[config.mk]
export PLATFORM = sky130hd
export DESIGN_NAME = arm_mc_controller
export DESIGN_NICKNAME = d
export VERILOG_FILES = /design/src/rtl/arm_mc_controller.sv
export SDC_FILE = /design/constraint.sdc
export NUM_CORES = 1
export LEC_CHECK = 0
export ABC_AREA = 0
export CAP_MARGIN = 15
export CORE_UTILIZATION = 39
export CTS_CLUSTER_DIAMETER = 50
export DETAILED_ROUTE_END_ITERATION = 12
export PLACE_DENSITY = 0.76
export SETUP_SLACK_MARGIN = 0.1
export SLEW_MARGIN = 20
export SYNTH_ARGS = -nofsm -noshare
export SYNTH_HDL_FRONTEND = slang
export SYNTH_SLANG_ARGS = --single-unit
[constraint.sdc]
create_clock -name clk -period 1.8 [get_ports clk]
set_input_delay 0.36 -clock clk [delete_from_list [all_inputs] [get_ports clk]]
set_output_delay 0.36 -clock clk [all_outputs]
set_load 0.05 [all_outputs]
[src/rtl/arm_mc_controller.sv]
// Multicycle control unit for the ARM-subset core: FSM sequencing, NZCV flags, condition check.
// Optional BX state is compiled in when ARM_MC_BX_EN is defined.
module arm_mc_controller #(
    parameter int unsigned MEM_LAT   = 0,
    parameter int unsigned CNT_W     = 4,
    parameter int unsigned ALUCTRL_W = 4
) (
    input  logic                 clk,
    input  logic                 rst_n,
    input  logic [3:0]           Cond,
    input  logic [1:0]           Op,
    input  logic [5:0]           Funct,
    input  logic [3:0]           Rd,
    input  logic [3:0]           ALUFlags,
    output logic                 PCWrite,
    output logic                 AdrSrc,
    output logic                 MemWrite,
    output logic                 IRWrite,
    output logic                 RegWrite,
    output logic                 LinkWrite,
    output logic                 ALUSrcA,
    output logic [1:0]           ALUSrcB,
    output logic [1:0]           ResultSrc,
    output logic [1:0]           ImmSrc,
    output logic [1:0]           RegSrc,
    output logic [ALUCTRL_W-1:0] ALUControl,
    output logic [3:0]           Flags,
    output logic [3:0]           state_dbg
);

    typedef enum logic [3:0] {
        S_FETCH  = 4'd0,
        S_DECODE = 4'd1,
        S_MEMADR = 4'd2,
        S_MEMRD  = 4'd3,
        S_MEMWB  = 4'd4,
        S_MEMWR  = 4'd5,
        S_EXECR  = 4'd6,
        S_EXECI  = 4'd7,
        S_ALUWB  = 4'd8,
        S_BRANCH = 4'd9,
        S_BX     = 4'd10
    } state_t;

    localparam logic [3:0] CMD_ADD = 4'b0100;
    localparam logic [3:0] CMD_SUB = 4'b0010;
    localparam logic [3:0] CMD_CMP = 4'b1010;
    localparam logic [3:0] CMD_BX  = 4'b1001;
    localparam logic [3:0] CMD_MOV = 4'b1101;

    state_t           state_q, state_d;
    logic [CNT_W-1:0] cnt_q, cnt_d;
    logic [3:0]       flags_q, flags_d;
    logic             cond_ok_q, cond_ok_d;

    logic       fn_i, fn_s;
    logic [3:0] cmd;
    logic       lat_done;
    logic       cond_ex;
    logic       n_f, z_f, c_f, v_f;

    logic                 pc_write, adr_src, mem_write, ir_write, reg_write, link_write;
    logic                 alu_src_a;
    logic [1:0]           alu_src_b, result_src, imm_src, reg_src;
    logic [ALUCTRL_W-1:0] alu_ctrl;

    assign fn_i     = Funct[5];
    assign cmd      = Funct[4:1];
    assign fn_s     = Funct[0];
    assign lat_done = (cnt_q == CNT_W'(MEM_LAT));
    assign {n_f, z_f, c_f, v_f} = flags_q;

    always_comb begin
        cond_ex = 1'b0;
        case (Cond)
            4'h0: cond_ex = z_f;
            4'h1: cond_ex = ~z_f;
            4'h2: cond_ex = c_f;
            4'h3: cond_ex = ~c_f;
            4'h4: cond_ex = n_f;
            4'h5: cond_ex = ~n_f;
            4'h6: cond_ex = v_f;
            4'h7: cond_ex = ~v_f;
            4'h8: cond_ex = c_f & ~z_f;
            4'h9: cond_ex = ~c_f | z_f;
            4'hA: cond_ex = (n_f == v_f);
            4'hB: cond_ex = (n_f != v_f);
            4'hC: cond_ex = ~z_f & (n_f == v_f);
            4'hD: cond_ex = z_f | (n_f != v_f);
            4'hE: cond_ex = 1'b1;
            default: cond_ex = 1'b0;
        endcase
    end

    always_ff @(posedge clk or negedge rst_n) begin
        if (!rst_n) begin
            state_q   <= S_FETCH;
            cnt_q     <= '0;
            flags_q   <= '0;
            cond_ok_q <= 1'b0;
        end else begin
            state_q   <= state_d;
            cnt_q     <= cnt_d;
            flags_q   <= flags_d;
            cond_ok_q <= cond_ok_d;
        end
    end

    always_comb begin
        state_d    = state_q;
        cnt_d      = '0;
        flags_d    = flags_q;
        cond_ok_d  = cond_ok_q;
        pc_write   = 1'b0;
        adr_src    = 1'b0;
        mem_write  = 1'b0;
        ir_write   = 1'b0;
        reg_write  = 1'b0;
        link_write = 1'b0;
        alu_src_a  = 1'b0;
        alu_src_b  = 2'b00;
        result_src = 2'b00;
        alu_ctrl   = '0;
        // Immediate format and register-read steering follow the instruction register directly.
        imm_src    = Op;
        reg_src    = {(Op == 2'b01) && !fn_s, (Op == 2'b10)};

        case (state_q)
            S_FETCH: begin
                if (lat_done) begin
                    ir_write   = 1'b1;
                    alu_src_a  = 1'b1;
                    alu_src_b  = 2'b10;
                    alu_ctrl   = ALUCTRL_W'(CMD_ADD);
                    result_src = 2'b10;
                    pc_write   = 1'b1;
                    state_d    = S_DECODE;
                end else begin
                    cnt_d = cnt_q + CNT_W'(1);
                end
            end
            S_DECODE: begin
                alu_src_a  = 1'b1;
                alu_src_b  = 2'b10;
                alu_ctrl   = ALUCTRL_W'(CMD_ADD);
                result_src = 2'b10;
                cond_ok_d  = cond_ex;
                if (!cond_ex) begin
                    state_d = S_FETCH;
                end else begin
                    case (Op)
                        2'b01: state_d = S_MEMADR;
                        2'b00: begin
                            if (fn_i) begin
                                state_d = S_EXECI;
                            end else begin
`ifdef ARM_MC_BX_EN
                                state_d = (cmd == CMD_BX) ? S_BX : S_EXECR;
`else
                                state_d = S_EXECR;
`endif
                            end
                        end
                        2'b10:   state_d = S_BRANCH;
                        default: state_d = S_FETCH;
                    endcase
                end
            end
            S_EXECR, S_EXECI: begin
                alu_src_b = (state_q == S_EXECI) ? 2'b01 : 2'b00;
                alu_ctrl  = (cmd == CMD_CMP) ? ALUCTRL_W'(CMD_SUB) : ALUCTRL_W'(cmd);
                if (fn_s && cond_ok_q) begin
                    flags_d[3:2] = ALUFlags[3:2];
                    if (cmd == CMD_ADD || cmd == CMD_SUB || cmd == CMD_CMP) begin
                        flags_d[1:0] = ALUFlags[1:0];
                    end
                end
                state_d = (cmd == CMD_CMP) ? S_FETCH : S_ALUWB;
            end
            S_ALUWB, S_MEMWB: begin
                result_src = (state_q == S_MEMWB) ? 2'b01 : 2'b00;
                if (cond_ok_q) begin
                    if (Rd == 4'd15) pc_write  = 1'b1;
                    else             reg_write = 1'b1;
                end
                state_d = S_FETCH;
            end
            S_MEMADR: begin
                alu_src_b = 2'b01;
                alu_ctrl  = ALUCTRL_W'(CMD_ADD);
                state_d   = fn_s ? S_MEMRD : S_MEMWR;
            end
            S_MEMRD: begin
                adr_src = 1'b1;
                if (lat_done) state_d = S_MEMWB;
                else          cnt_d   = cnt_q + CNT_W'(1);
            end
            S_MEMWR: begin
                adr_src   = 1'b1;
                mem_write = cond_ok_q;
                if (lat_done) state_d = S_FETCH;
                else          cnt_d   = cnt_q + CNT_W'(1);
            end
            S_BRANCH: begin
                alu_src_b  = 2'b01;
                alu_ctrl   = ALUCTRL_W'(CMD_ADD);
                result_src = 2'b10;
                pc_write   = cond_ok_q;
                link_write = cmd[3] & cond_ok_q;
                state_d    = S_FETCH;
            end
`ifdef ARM_MC_BX_EN
            S_BX: begin
                alu_src_b  = 2'b00;
                alu_ctrl   = ALUCTRL_W'(CMD_MOV);
                result_src = 2'b10;
                pc_write   = cond_ok_q;
                state_d    = S_FETCH;
            end
`endif
            default: state_d = S_FETCH;
        endcase
    end

    // Reset forces every output low regardless of the state decode.
    assign PCWrite    = rst_n & pc_write;
    assign AdrSrc     = rst_n & adr_src;
    assign MemWrite   = rst_n & mem_write;
    assign IRWrite    = rst_n & ir_write;
    assign RegWrite   = rst_n & reg_write;
    assign LinkWrite  = rst_n & link_write;
    assign ALUSrcA    = rst_n & alu_src_a;
    assign ALUSrcB    = rst_n ? alu_src_b  : '0;
    assign ResultSrc  = rst_n ? result_src : '0;
    assign ImmSrc     = rst_n ? imm_src    : '0;
    assign RegSrc     = rst_n ? reg_src    : '0;
    assign ALUControl = rst_n ? alu_ctrl   : '0;
    assign Flags      = rst_n ? flags_q    : '0;
    assign state_dbg  = rst_n ? state_q    : '0;

endmodule

==> results of run 1 <==
==> cell usage after synthesis (2+ instances only) <==
library cell | count | area share
nor3_1 | 7 | 0.029
nand3b_1 | 5 | 0.031
nor3b_1 | 3 | 0.018
buf_2 | 2 | 0.0082
mux2_2 | 5 | 0.046
o31ai_1 | 2 | 0.012
xnor2_1 | 3 | 0.021
ha_1 | 2 | 0.020
and3_1 | 3 | 0.015
dfrtp_1 | 13 | 0.27
xor2_1 | 2 | 0.014
nand2b_1 | 4 | 0.020
nand3_1 | 4 | 0.016
nor2b_1 | 2 | 0.010
a21oi_1 | 10 | 0.041
o21ai_0 | 4 | 0.016
o22ai_1 | 2 | 0.010
and2_1 | 10 | 0.051
nand2_1 | 11 | 0.034
nor2_1 | 17 | 0.052
inv_1 | 7 | 0.021
a311oi_2 | 2 | 0.024
clkbuf_1 | 8 | 0.024
nand4b_1 | 2 | 0.014
==> metrics by stage <==
step                setup slack (ns)  TNS [ns]  hold slack, ns  instance area [µm²]
floorplan                    -0.0247   -0.0366          0.0644                 1510
global placement              -0.402     -4.00           0.513                 2500
detailed placement            -0.569     -5.38           0.546                 2500
==> cells by family after synthesis <==
| group | count (synthesis) |
|---|---|
| multiplexers | 6 |
| adder cells (fa/ha/maj) | 2 |
| AO/OA/AOI/OAI | 34 |
| buffers and inverters | 20 |
| XOR/XNOR | 5 |
| flip-flops | 13 |
| AND/OR/NAND/NOR | 75 |
==> summary.md, run 1 <==
| Metric | Value |
|---|---|
| Post-Synth Adder-Cell Area | `0.0204` |
| Starting Density | `0.426` |
| Simple-Gate Fraction of Synth Area | `0.344` |
| Stopped at | `clock tree synthesis (4_1_cts)` |
| Post-Synthesis Net Count | `179` |
| Xor/xnor share of the synthesized area | `0.0357` |
| Synth Warn # | `0` |
| Die Width | `58.1 µm` |
| Stop err | `[ERROR DPL-0033] detailed placement checks failed during check placement.` |
| Post-synthesis sequential area ratio | `0.265` |
| Distinct cells, synth | `49` |
| Synth Register Bits | `13` |
| Ports | `between 40 and 50` |
| Share of synthesized registers carrying an async set or reset | `1.00` |
| Mux contribution to synthesized area | `0.0541` |
| Synth Area in Compound Gates | `0.211` |
| CTS Hold Bufs | `0` |
| Die height | `roughly 58 µm` |
| H-tree depth | `1` |
| Post-synth top flop | `dfrtp_1` |
| Number of setup buffers added after CTS | `17` |
| Status | `did not finish` |
| Main combinational cell family by area after synthesis | `simple AND/OR/NAND/NOR gates` |
| TritonCTS Buffers | `3` |
| Root buffer cell | `clkbuf_4` |
| Cell Rows | `19` |
| Half-perimeter wire length after placement | `~3600 µm` |
| Syn Area/Cell | `around 7.9 µm²` |
| IO Port Bufs | `48` |
| Clock sink total | `13` |
| Placed insts | `between 200 and 300` |
| Gpl congestion | `just under 0.9` |
| EDFF count, synth | `0` |
| Maximum root-to-sink buffer count | `2` |
| Synth Instances | `about 160` |
| Post-Syn Area | `between 0.001 and 0.0015 mm²` |
| PostCTS Resize Cnt | `59` |
==> run 2: changes to the inputs <==
CORE_AREA = 2 2 63 65   (was not set)
CORE_UTILIZATION = not set   (was 39)
CTS_CLUSTER_DIAMETER = not set   (was 50)
DIE_AREA = 0 0 65 67   (was not set)
PLACE_DENSITY = not set   (was 0.76)
PLACE_DENSITY_LB_ADDON = 0.15   (was not set)
SETUP_SLACK_MARGIN = not set   (was 0.1)
clock period = 2.3 ns   (was 1.8 ns; I/O delays follow)
==> run 2 against run 1 <==
  * Synthesized cell count stayed put
  * The run now ends clean
  * Synthesized area stayed put
==> summary.md, run 2 <==
| Metric | Value |
|---|---|
| # diodes | `0` |
| Starting Density | `0.340` |
| CP required | `1.84 ns` |
| Tightest Pin Transition | `about 0.48 ns` |
| Internal power | `about 0.001 W` |
| Placed insts | `~260` |
| Proportion of power drawn by combinational gates | `0.700` |
| Post-Synthesis Net Count | `roughly 180` |
| Root buffer cell | `clkbuf_8` |
| Flop pwr share | `0.193` |
| Initial DRC count | `37` |
| Maximum root-to-sink buffer count | `2` |
| Placed instance area | `between 0.002 and 0.0025 mm²` |
| Core area | `approximately 0.0036 mm²` |
| Clk pwr share | `0.107` |
| Worst rel slew slack | `0.683` |
| Total track usage | `0.185` |
| Biggest regs | `cnt_q x4, flags_q x4, state_q x4` |
| Clock sink total | `13` |
| Largest area contributor in the netlist | `dfrtp_1` |
| Via density | `roughly 5.4` |
| Half-perimeter wire length after placement | `roughly 3200 µm` |
| Vias in the first global route | `about 1400` |
| DR WL met2 | `around 2100 µm` |
| IO Port Bufs | `48` |
| Nets | `245` |
| Synth Instances | `between 150 and 200` |
| Min cycle time layout | `roughly 2.3 ns` |
| Top cells by area, synth | `dfrtp_1, nor2_1, and2_1` |
| Setup ws final | `approximately 0.022 ns` |
| Syn Area/Cell | `between 7 and 8 µm²` |
| Initial DRT Pass Iterations | `4` |
| Leakage power | `0.992 nW` |
| Largest net degree at the start of global routing | `17` |
| Worst-path maximum fanout | `3` |
| Maxcap violations | `0` |
| Final wirelength | `just over 4000 µm` |
| Peak VDD IR | `about 0.00042 V` |
| Cell Rows | `22` |
| Distinct cells, synth | `between 40 and 50` |
| Yosys top cell area share | `0.265` |
| Setup crit start kind | `flip-flop` |
| Post-route cell area | `roughly 0.0023 mm²` |
| Final hold viol count | `0` |
| Die ar. | `0.00436 mm²` |
| Clk_skew | `between 0.003 and 0.004 ns` |
| Wl on met1 | `between 1500 and 2000 µm` |
| Uppermost layer routed | `met4` |
| Initial antenna violation count | `0` |
| Most frequent cells in the layout | `buf_12, buf_4, clkdlybuf4s50_1` |
| Non-Filler Instances | `268` |
| Area taken by multi-input logic gates | `about 900 µm²` |
| First-pass GRT wire length | `6400 µm` |
| Skew-Pair Late Insertion Delay | `~0.24 ns` |
| Setup Viol. Count Final | `0` |
| GRT overflow | `0` |
| Final Max Tran Viols | `0` |
| Share of synthesized registers carrying an async set or reset | `1.00` |
| Synth Warn # | `0` |
| Power Density | `818 mW/mm²` |
| Critical path endpoint category | `primary output` |
| DR vias | `about 1400` |
| Critical Path AT | `~1.8 ns` |
| Final period utilization | `0.990` |
| TritonCTS Buffers | `3` |
| Most common cell in the netlist | `nor2_1` |
| Status | `completed` |
| Die height | `approximately 67 µm` |
| Die Width | `about 65 µm` |
| Ports | `49` |
| Placement Setup Slack | `-0.0201 ns` |
| Synth Register Bits | `13` |
| HP Class | `in -> async` |
| CTS tree | `yes` |
| Worst-path clk slew | `0.06 ns` |
| Commonest non-fill, non-tap cell in the layout | `buf_12` |
| Switching Share | `0.474` |
| Post-Syn Area | `0.00123 mm²` |
| RSZ-0062 raised after global routing | `true` |
| Post-synthesis sequential area ratio | `0.265` |
| Gpl congestion | `0.812` |
| Fmax | `439 MHz` |
| Post-route ant nets | `0` |
| Wire per inst | `~15 µm` |
| WL met3 | `about 270 µm` |
| Post-synth top cells | `nor2_1, dfrtp_1, nand2_1, a21oi_1, and2_1` |
| CP Class | `reg -> out` |
| # fillers | `approximately 290` |
| EDFF count, synth | `0` |
| Share of layout cells above drive strength 1 | `0.395` |
| H-tree depth | `1` |
| Post-synth top flop | `dfrtp_1` |
| Reg area | `around 330 µm²` |
| Drc violations | `0` |
| Area grow syn2layout | `88.5%` |
| Psw | `0.000895 W` |
run 2: cell counts after synthesis:
No cell type changed its count.
run 2: power by group through the flow:
| stage | Combinational, W | Sequential [W] | Clock [W] |
|---|---|---|---|
| 2_1_floorplan | 0.000769 | 0.000298 | 0 |
| 3_3_place_gp | 0.00124 | 0.000362 | 0 |
| 3_5_place_dp | 0.00126 | 0.000364 | 0 |
| 4_1_cts | 0.00126 | 0.000359 | 0.000206 |
| 5_1_grt | 0.00140 | 0.000373 | 0.000223 |
| 6_report | 0.00132 | 0.000366 | 0.000202 |
run 2: worst paths after layout:
path / startpoint / slack, ns / end / depth (start not counted)
hold reg to reg: cnt_q[0]$_DFF_PN0_ / 0.54 / cnt_q[0]$_DFF_PN0_ / 2
hold / removal: rst_n / 0.30 / cnt_q[3]$_DFF_PN0_ / 2
setup reg to reg: state_q[2]$_DFFE_PN0P_ / 0.38 / state_q[2]$_DFFE_PN0P_ / 5
min in group clk: cnt_q[0]$_DFF_PN0_ / 0.54 / cnt_q[0]$_DFF_PN0_ / 2
max in group asynchronous: rst_n / 1.79 / state_q[2]$_DFFE_PN0P_ / 3
setup / recovery: cnt_q[1]$_DFF_PN0_ / 0.02 / ALUControl[2] / 9
run 2: cells by family after synthesis:
group / Yosys count / synth area share
simple gates: 75 / 0.344
compound gates: 34 / 0.211
buf+inv: 20 / 0.0694
flops: 13 / 0.265
mux: 6 / 0.0541
xor+xnor: 5 / 0.0357
fa+ha+maj: 2 / 0.0204
run 2: what timing repair did:
action | 4_1_cts | 5_1_grt
hold buffers | 0 | 0
buffers inserted | 0 | 6
endpoints found under the setup margin | 3 | 8
resized for setup | 2 | 17
pin swaps | 2 | 3
run 2: cell type report:
| cell class | count | area share |
|---|---|---|
| multi-input combinational | 122 | 0.388 |
| inverter | 8 | 0.0146 |
| sequential | 13 | 0.141 |
| timing repair buffer | 73 | 0.411 |
| tap | 48 | 0.0260 |
| clock buffer | 4 | 0.0195 |
run 2: per-layer routing:
metal  global-route usage  up-vias
li1                     -      695
met1                0.219      680
met2                0.347       65
met3               0.0338        2
met4               0.0372        0
met5                    0        -
run 2: worst max-delay path, cell delays in order, from the launching register on:
cell,delay (ns)
dfrtp_1,0.39
inv_1,0.07
ha_2,0.16
nor3b_2,0.16
buf_4,0.16
o21ai_2,0.06
a21oi_2,0.17
a21oi_2,0.04
nor2_1,0.17
clkbuf_16,0.19
run 2: stage by stage:
step / util / hold slack [ns] / TNS (ns) / total power [W]
3_5_place_dp: 0.599 / 0.483 / -0.0310 / 0.00162
3_3_place_gp: 0.599 / 0.462 / -0.0112 / 0.00160
5_1_grt: 0.641 / 0.341 / -0.116 / 0.00200
6_report: 0.641 / 0.300 / 0 / 0.00189
2_1_floorplan: - / 0.164 / -0.141 / 0.00107
4_1_cts: 0.613 / 0.490 / 0 / 0.00183
(Power assumes the default switching activity.)
==> run 3: changes to the inputs <==
SETUP_SLACK_MARGIN = 0.4   (was not set)
==> run 3 against run 2 <==
  * Maximum frequency increased by 4.2%
  * Highest routed layer unchanged
  * Die area unchanged
  * Clock-buffer cell count unchanged
==> summary.md, run 3 (synthesis results as in run 2) <==
| Metric | Value |
|---|---|
| RSZ-0062 raised after global routing | `true` |
| RR Startpoint | `flags_q[3]$_DFFE_PN0P_` |
| Non-Filler Instances | `between 200 and 300` |
| Worst-path clk slew | `~0.050 ns` |
| Via density | `between 5 and 6` |
| GRT overflow | `0` |
| Worst setup endpoint | `ALUControl[2]` |
| Total track usage | `0.218` |
| Worst R2R Setup Slack | `0.36 ns` |
| DR vias | `roughly 1600` |
| Final Util | `0.751` |
| Tightest Pin Transition | `around 0.42 ns` |
| Maximum root-to-sink buffer count | `2` |
| Clk_skew | `a little under 0.0006 ns` |
| CP required | `1.84 ns` |
| Placed insts | `251` |
| Commonest non-fill, non-tap cell in the layout | `buf_4` |
| R2R cell count | `5` |
| Final Max Tran Viols | `0` |
| H-tree depth | `1` |
| Share of layout cells above drive strength 1 | `0.549` |
| Die height | `between 60 and 70 µm` |
| Initial DRC count | `79` |
| Initial antenna violation count | `0` |
| Die Width | `65 µm` |
| Setup Viol. Count Final | `0` |
| Post-route ant nets | `0` |
| Half-perimeter wire length after placement | `between 3000 and 4000 µm` |
| Final period utilization | `0.950` |
| Maxcap violations | `0` |
| Worst-path maximum fanout | `2` |
| Worst rel slew slack | `0.718` |
| Ports | `around 50` |
| CTS Hold Bufs | `0` |
| Nets | `262` |
| Area grow syn2layout | `121%` |
| Initial DRT Pass Iterations | `4` |
| Final wirelength | `between 5000 and 6000 µm` |
| Biggest regs | `cnt_q x4, flags_q x4, state_q x4` |
| Worst Setup SP | `cnt_q[1]$_DFF_PN0_` |
| Placed instance area | `0.00227 mm²` |
| Cell Rows | `22` |
| Die ar. | `approximately 0.0044 mm²` |
| Leakage power | `roughly 1.2 nW` |
| Root buffer cell | `clkbuf_8` |
| Largest net degree at the start of global routing | `13` |
| Skew-Pair Late Insertion Delay | `approximately 0.24 ns` |
| Final hold viol count | `0` |
| Fmax | `approximately 460 MHz` |
| HP Class | `in -> async` |
| Critical Path AT | `between 1.5 and 2 ns` |
| CTS tree | `yes` |
| R2r endpoint | `state_q[1]$_DFFE_PN0P_` |
| First-pass GRT wire length | `between 7000 and 8000 µm` |
| Status | `completed` |
| IO Port Bufs | `48` |
| Starting Density | `0.340` |
| Peak VDD IR | `between 0.0004 and 0.0005 V` |
| Most frequent cells in the layout | `buf_4, buf_12, dlygate4sd2_1` |
| Total Power | `about 0.0024 W` |
| # diodes | `0` |
| Vias in the first global route | `1456` |
| Wire per inst | `about 19 µm` |
| TritonCTS Buffers | `3` |
| Critical path endpoint category | `primary output` |
| Core area | `0.00361 mm²` |
| CP Class | `reg -> out` |
| Power Density | `around 900 mW/mm²` |
| Gpl congestion | `between 0.9 and 1` |
| Min cycle time layout | `2.19 ns` |
| Setup crit start kind | `flip-flop` |
| Clock sink total | `13` |
| Drc violations | `0` |
| Post-route cell area | `0.00271 mm²` |
## run 3: layer usage
layer  part of all wire  up-vias  global-route usage
met4              0.031        0              0.0691
li1                   -      725                   -
met1               0.39      789               0.259
met5                  0        -                   0
met3              0.054       19              0.0372
met2               0.53       65               0.397
## run 3: cell type report
cell class	count	area, µm²
repair buffers	90	1130
multi-input cells	122	1100
fillers	251	897
flip-flops and latches	13	330
well taps	48	60.1
clock buffers	4	45.0
inverters	8	38.8
## run 3: how the worst min path moves through the flow
stage,end,slack (ns),depth (start not counted)
after detailed placement,cnt_q[0]$_DFF_PN0_,0.49,1
after CTS,state_q[3]$_DFFE_PN0P_,0.38,3
final,state_q[2]$_DFFE_PN0P_,0.29,3
after global routing,state_q[3]$_DFFE_PN0P_,0.30,3
after floorplan,cnt_q[0]$_DFF_PN0_,0.16,0
after global placement,cnt_q[0]$_DFF_PN0_,0.46,1
## run 3: worst max-delay path: stages (launching register included)
cell,delay (ns)
dfrtp_1,0.39
inv_1,0.06
ha_1,0.15
nor3b_4,0.23
o21ai_0,0.11
a21oi_1,0.17
a21oi_1,0.09
nor2_4,0.13
buf_12,0.14
## run 3: power by group
group / internal [W] / total (W) / switching, W / leakage, nW
combinational: 0.000883 / 0.00183 / 0.000944 / 0.958
sequential: 0.000275 / 0.000374 / 0.0000983 / 0.171
clock: 0.000122 / 0.000197 / 0.0000753 / 0.0228
## run 3: what timing repair did
| action | in CTS | in global routing |
|---|---|---|
| setup buffers | 20 | 9 |
| cloned | 1 | 0 |
| pin swaps | 12 | 14 |
| resized for setup | 42 | 21 |
| setup endpoints to repair | 32 | 19 |
## run 3: metrics by stage
stage / hold WS, ns / worst slack [ns] / setup TNS [ns]
global placement: 0.463 / 0.00844 / 0
detailed placement: 0.495 / -0.0812 / -0.258
floorplan: 0.164 / 0.300 / 0
finish: 0.293 / 0.114 / 0
global route: 0.299 / 0.00684 / 0
CTS: 0.383 / 0.178 / 0
==> run 4: changes to the inputs <==
--- a/config.mk
+++ b/config.mk
@@ -13,3 +13,2 @@
 export PLACE_DENSITY_LB_ADDON = 0.15
-export SETUP_SLACK_MARGIN = 0.4
 export SLEW_MARGIN = 20
==> constraint.sdc (replaced) <==
create_clock -name clk -period 2.3 [get_ports clk]
set_input_delay 0.575 -clock clk [delete_from_list [all_inputs] [get_ports clk]]
set_output_delay 0.575 -clock clk [all_outputs]
set_load 0.05 [all_outputs]
==> run 4 against run 3 <==
  * The flow now finishes with violations (negative setup slack)
  * Critical path depth is 1 higher
  * Utilization is 9.4 points lower
  * Combinational power is 27% lower
  * Clock-buffer cell count stayed put
  * Wire length is 24% lower
  * Total power is 20% lower
  * Final area is 13% lower
==> summary.md, run 4 (synthesis results as in run 2) <==
| Metric | Value |
|---|---|
| Status | `finished, violations left` |
| Violated checks | `negative setup slack` |
| Maxcap violations | `0` |
| Clock sink total | `13` |
| Die ar. | `0.00436 mm²` |
| Area taken by multi-input logic gates | `roughly 900 µm²` |
| Power Density | `809 mW/mm²` |
| Worst-path clk slew | `0.05 ns` |
| Largest net degree at the start of global routing | `17` |
| Final Max Tran Viols | `0` |
| Half-perimeter wire length after placement | `3230 µm` |
| Ports | `49` |
| Nets | `between 200 and 300` |
| Starting Density | `0.340` |
| Area grow syn2layout | `93.2%` |
| Final Util | `0.657` |
| Reg area | `approximately 330 µm²` |
| H-tree depth | `1` |
| Post-route ant nets | `0` |
| Most frequent cells in the layout | `buf_4, buf_12, clkdlybuf4s50_1` |
| Setup Viol. Count Final | `1` |
| Maximum root-to-sink buffer count | `2` |
| Initial DRC count | `40` |
| Leakage power | `between 1 and 1.5 nW` |
| Cell Rows | `22` |
| Placed insts | `around 270` |
| Total track usage | `0.190` |
| Setup crit start kind | `flip-flop` |
| Worst rel slew slack | `0.785` |
| Non-Filler Instances | `273` |
| Gpl congestion | `0.907` |
| Core area | `between 0.003 and 0.004 mm²` |
| Die height | `~67 µm` |
| RSZ-0062 raised after global routing | `true` |
| Final hold viol count | `0` |
| # diodes | `0` |
| Initial DRT Pass Iterations | `4` |
| Vias in the first global route | `1423` |
| Root buffer cell | `clkbuf_8` |
| # fillers | `between 200 and 300` |
| Setup ws final | `-0.0102 ns` |
| Wire per inst | `about 15 µm` |
| Fmax | `between 400 and 500 MHz` |
| Clk_skew | `0.00104 ns` |
| Final wirelength | `just over 4000 µm` |
| Initial antenna violation count | `0` |
| TritonCTS Buffers | `3` |
| Hold Slack | `0.547 ns` |
| DR vias | `roughly 1400` |
| CTS tree | `yes` |
| Final period utilization | `1.00` |
| Share of layout cells above drive strength 1 | `0.431` |
| HP Class | `reg -> reg` |
| Min cycle time layout | `~2.3 ns` |
| First-pass GRT wire length | `approximately 6500 µm` |
| IO Port Bufs | `48` |
| CP Class | `reg -> out` |
| Commonest non-fill, non-tap cell in the layout | `buf_4` |
| Skew-Pair Late Insertion Delay | `around 0.25 ns` |
| Tightest Pin Transition | `around 0.32 ns` |
| Critical path endpoint category | `primary output` |
| Drc violations | `0` |
| Critical Path AT | `1.74 ns` |
| Biggest regs | `cnt_q x4, flags_q x4, state_q x4` |
| Die Width | `65 µm` |
| GRT overflow | `0` |
| Worst-path maximum fanout | `3` |
| Peak VDD IR | `between 0.0003 and 0.0004 V` |
| Via density | `between 5 and 6` |
| CP required | `1.73 ns` |
## run 4: final timing paths
check,depth (start not counted),slack (ns),from,to
worst max-delay path,9,-0.01,cnt_q[0]$_DFF_PN0_,ALUControl[2]
worst min-delay path,2,0.55,cond_ok_q$_DFFE_PN0P_,cond_ok_q$_DFFE_PN0P_
worst max register to register,5,0.41,state_q[2]$_DFFE_PN0P_,state_q[2]$_DFFE_PN0P_
worst min register to register,2,0.55,cond_ok_q$_DFFE_PN0P_,cond_ok_q$_DFFE_PN0P_
max in group asynchronous,4,1.33,rst_n,state_q[0]$_DFFE_PN0P_
min in group asynchronous,3,0.64,rst_n,flags_q[0]$_DFFE_PN0P_
## run 4: final cells by class
class,count,share of cell area
Timing Repair Buffer,78,0.412
Sequential cell,13,0.138
Inverter,8,0.0153
Clock buffer,4,0.0190
Tap cell,48,0.0254
Multi-Input combinational cell,122,0.390
## run 4: critical path, stage by stage, from the launching register on
cell and delay, ns:
dfrtp_1 0.38, inv_1 0.06, ha_2 0.17, nor3b_2 0.15, buf_4 0.15, o21ai_2 0.06, a21oi_2 0.17, a21oi_2 0.05
nor2_2 0.14, buf_12 0.15
## run 4: power breakdown
part	leakage, nW	switching, W	internal, W
clock network	0.0228	0.0000841	0.000123
registers	0.174	0.000106	0.000273
logic	0.830	0.000729	0.000600
## run 4: timing repair
| action | CTS | global route |
|---|---|---|
| resized for setup | 15 | 15 |
| hold buffers | 0 | 0 |
| pin swaps | 4 | 4 |
| setup buffers | 3 | 0 |
| setup endpoints to repair | 24 | 13 |
| endpoints found under the hold margin | 0 | 0 |
## run 4: through the flow
| step | setup TNS (ns) | worst slack [ns] | instance area, µm² | power, W |
|---|---|---|---|---|
| after detailed placement | -2.80 | -0.203 | 2230 | 0.00162 |
| after global placement | -2.49 | -0.181 | 2230 | 0.00160 |
| after CTS | -0.0876 | -0.0284 | 2310 | 0.00185 |
| after global routing | -0.383 | -0.111 | 2370 | 0.00201 |
| final | -0.0102 | -0.0102 | 2370 | 0.00192 |
| after floorplan | -0.645 | -0.236 | 1270 | 0.00107 |
## run 4: per-layer routing
layer	vias to the layer above	part of all wire	track usage
met5	-	0	0
met1	660	0.44	0.240
met3	3	0.054	0.0236
met2	45	0.49	0.344
li1	702	-	-
met4	0	0.0071	0.0426
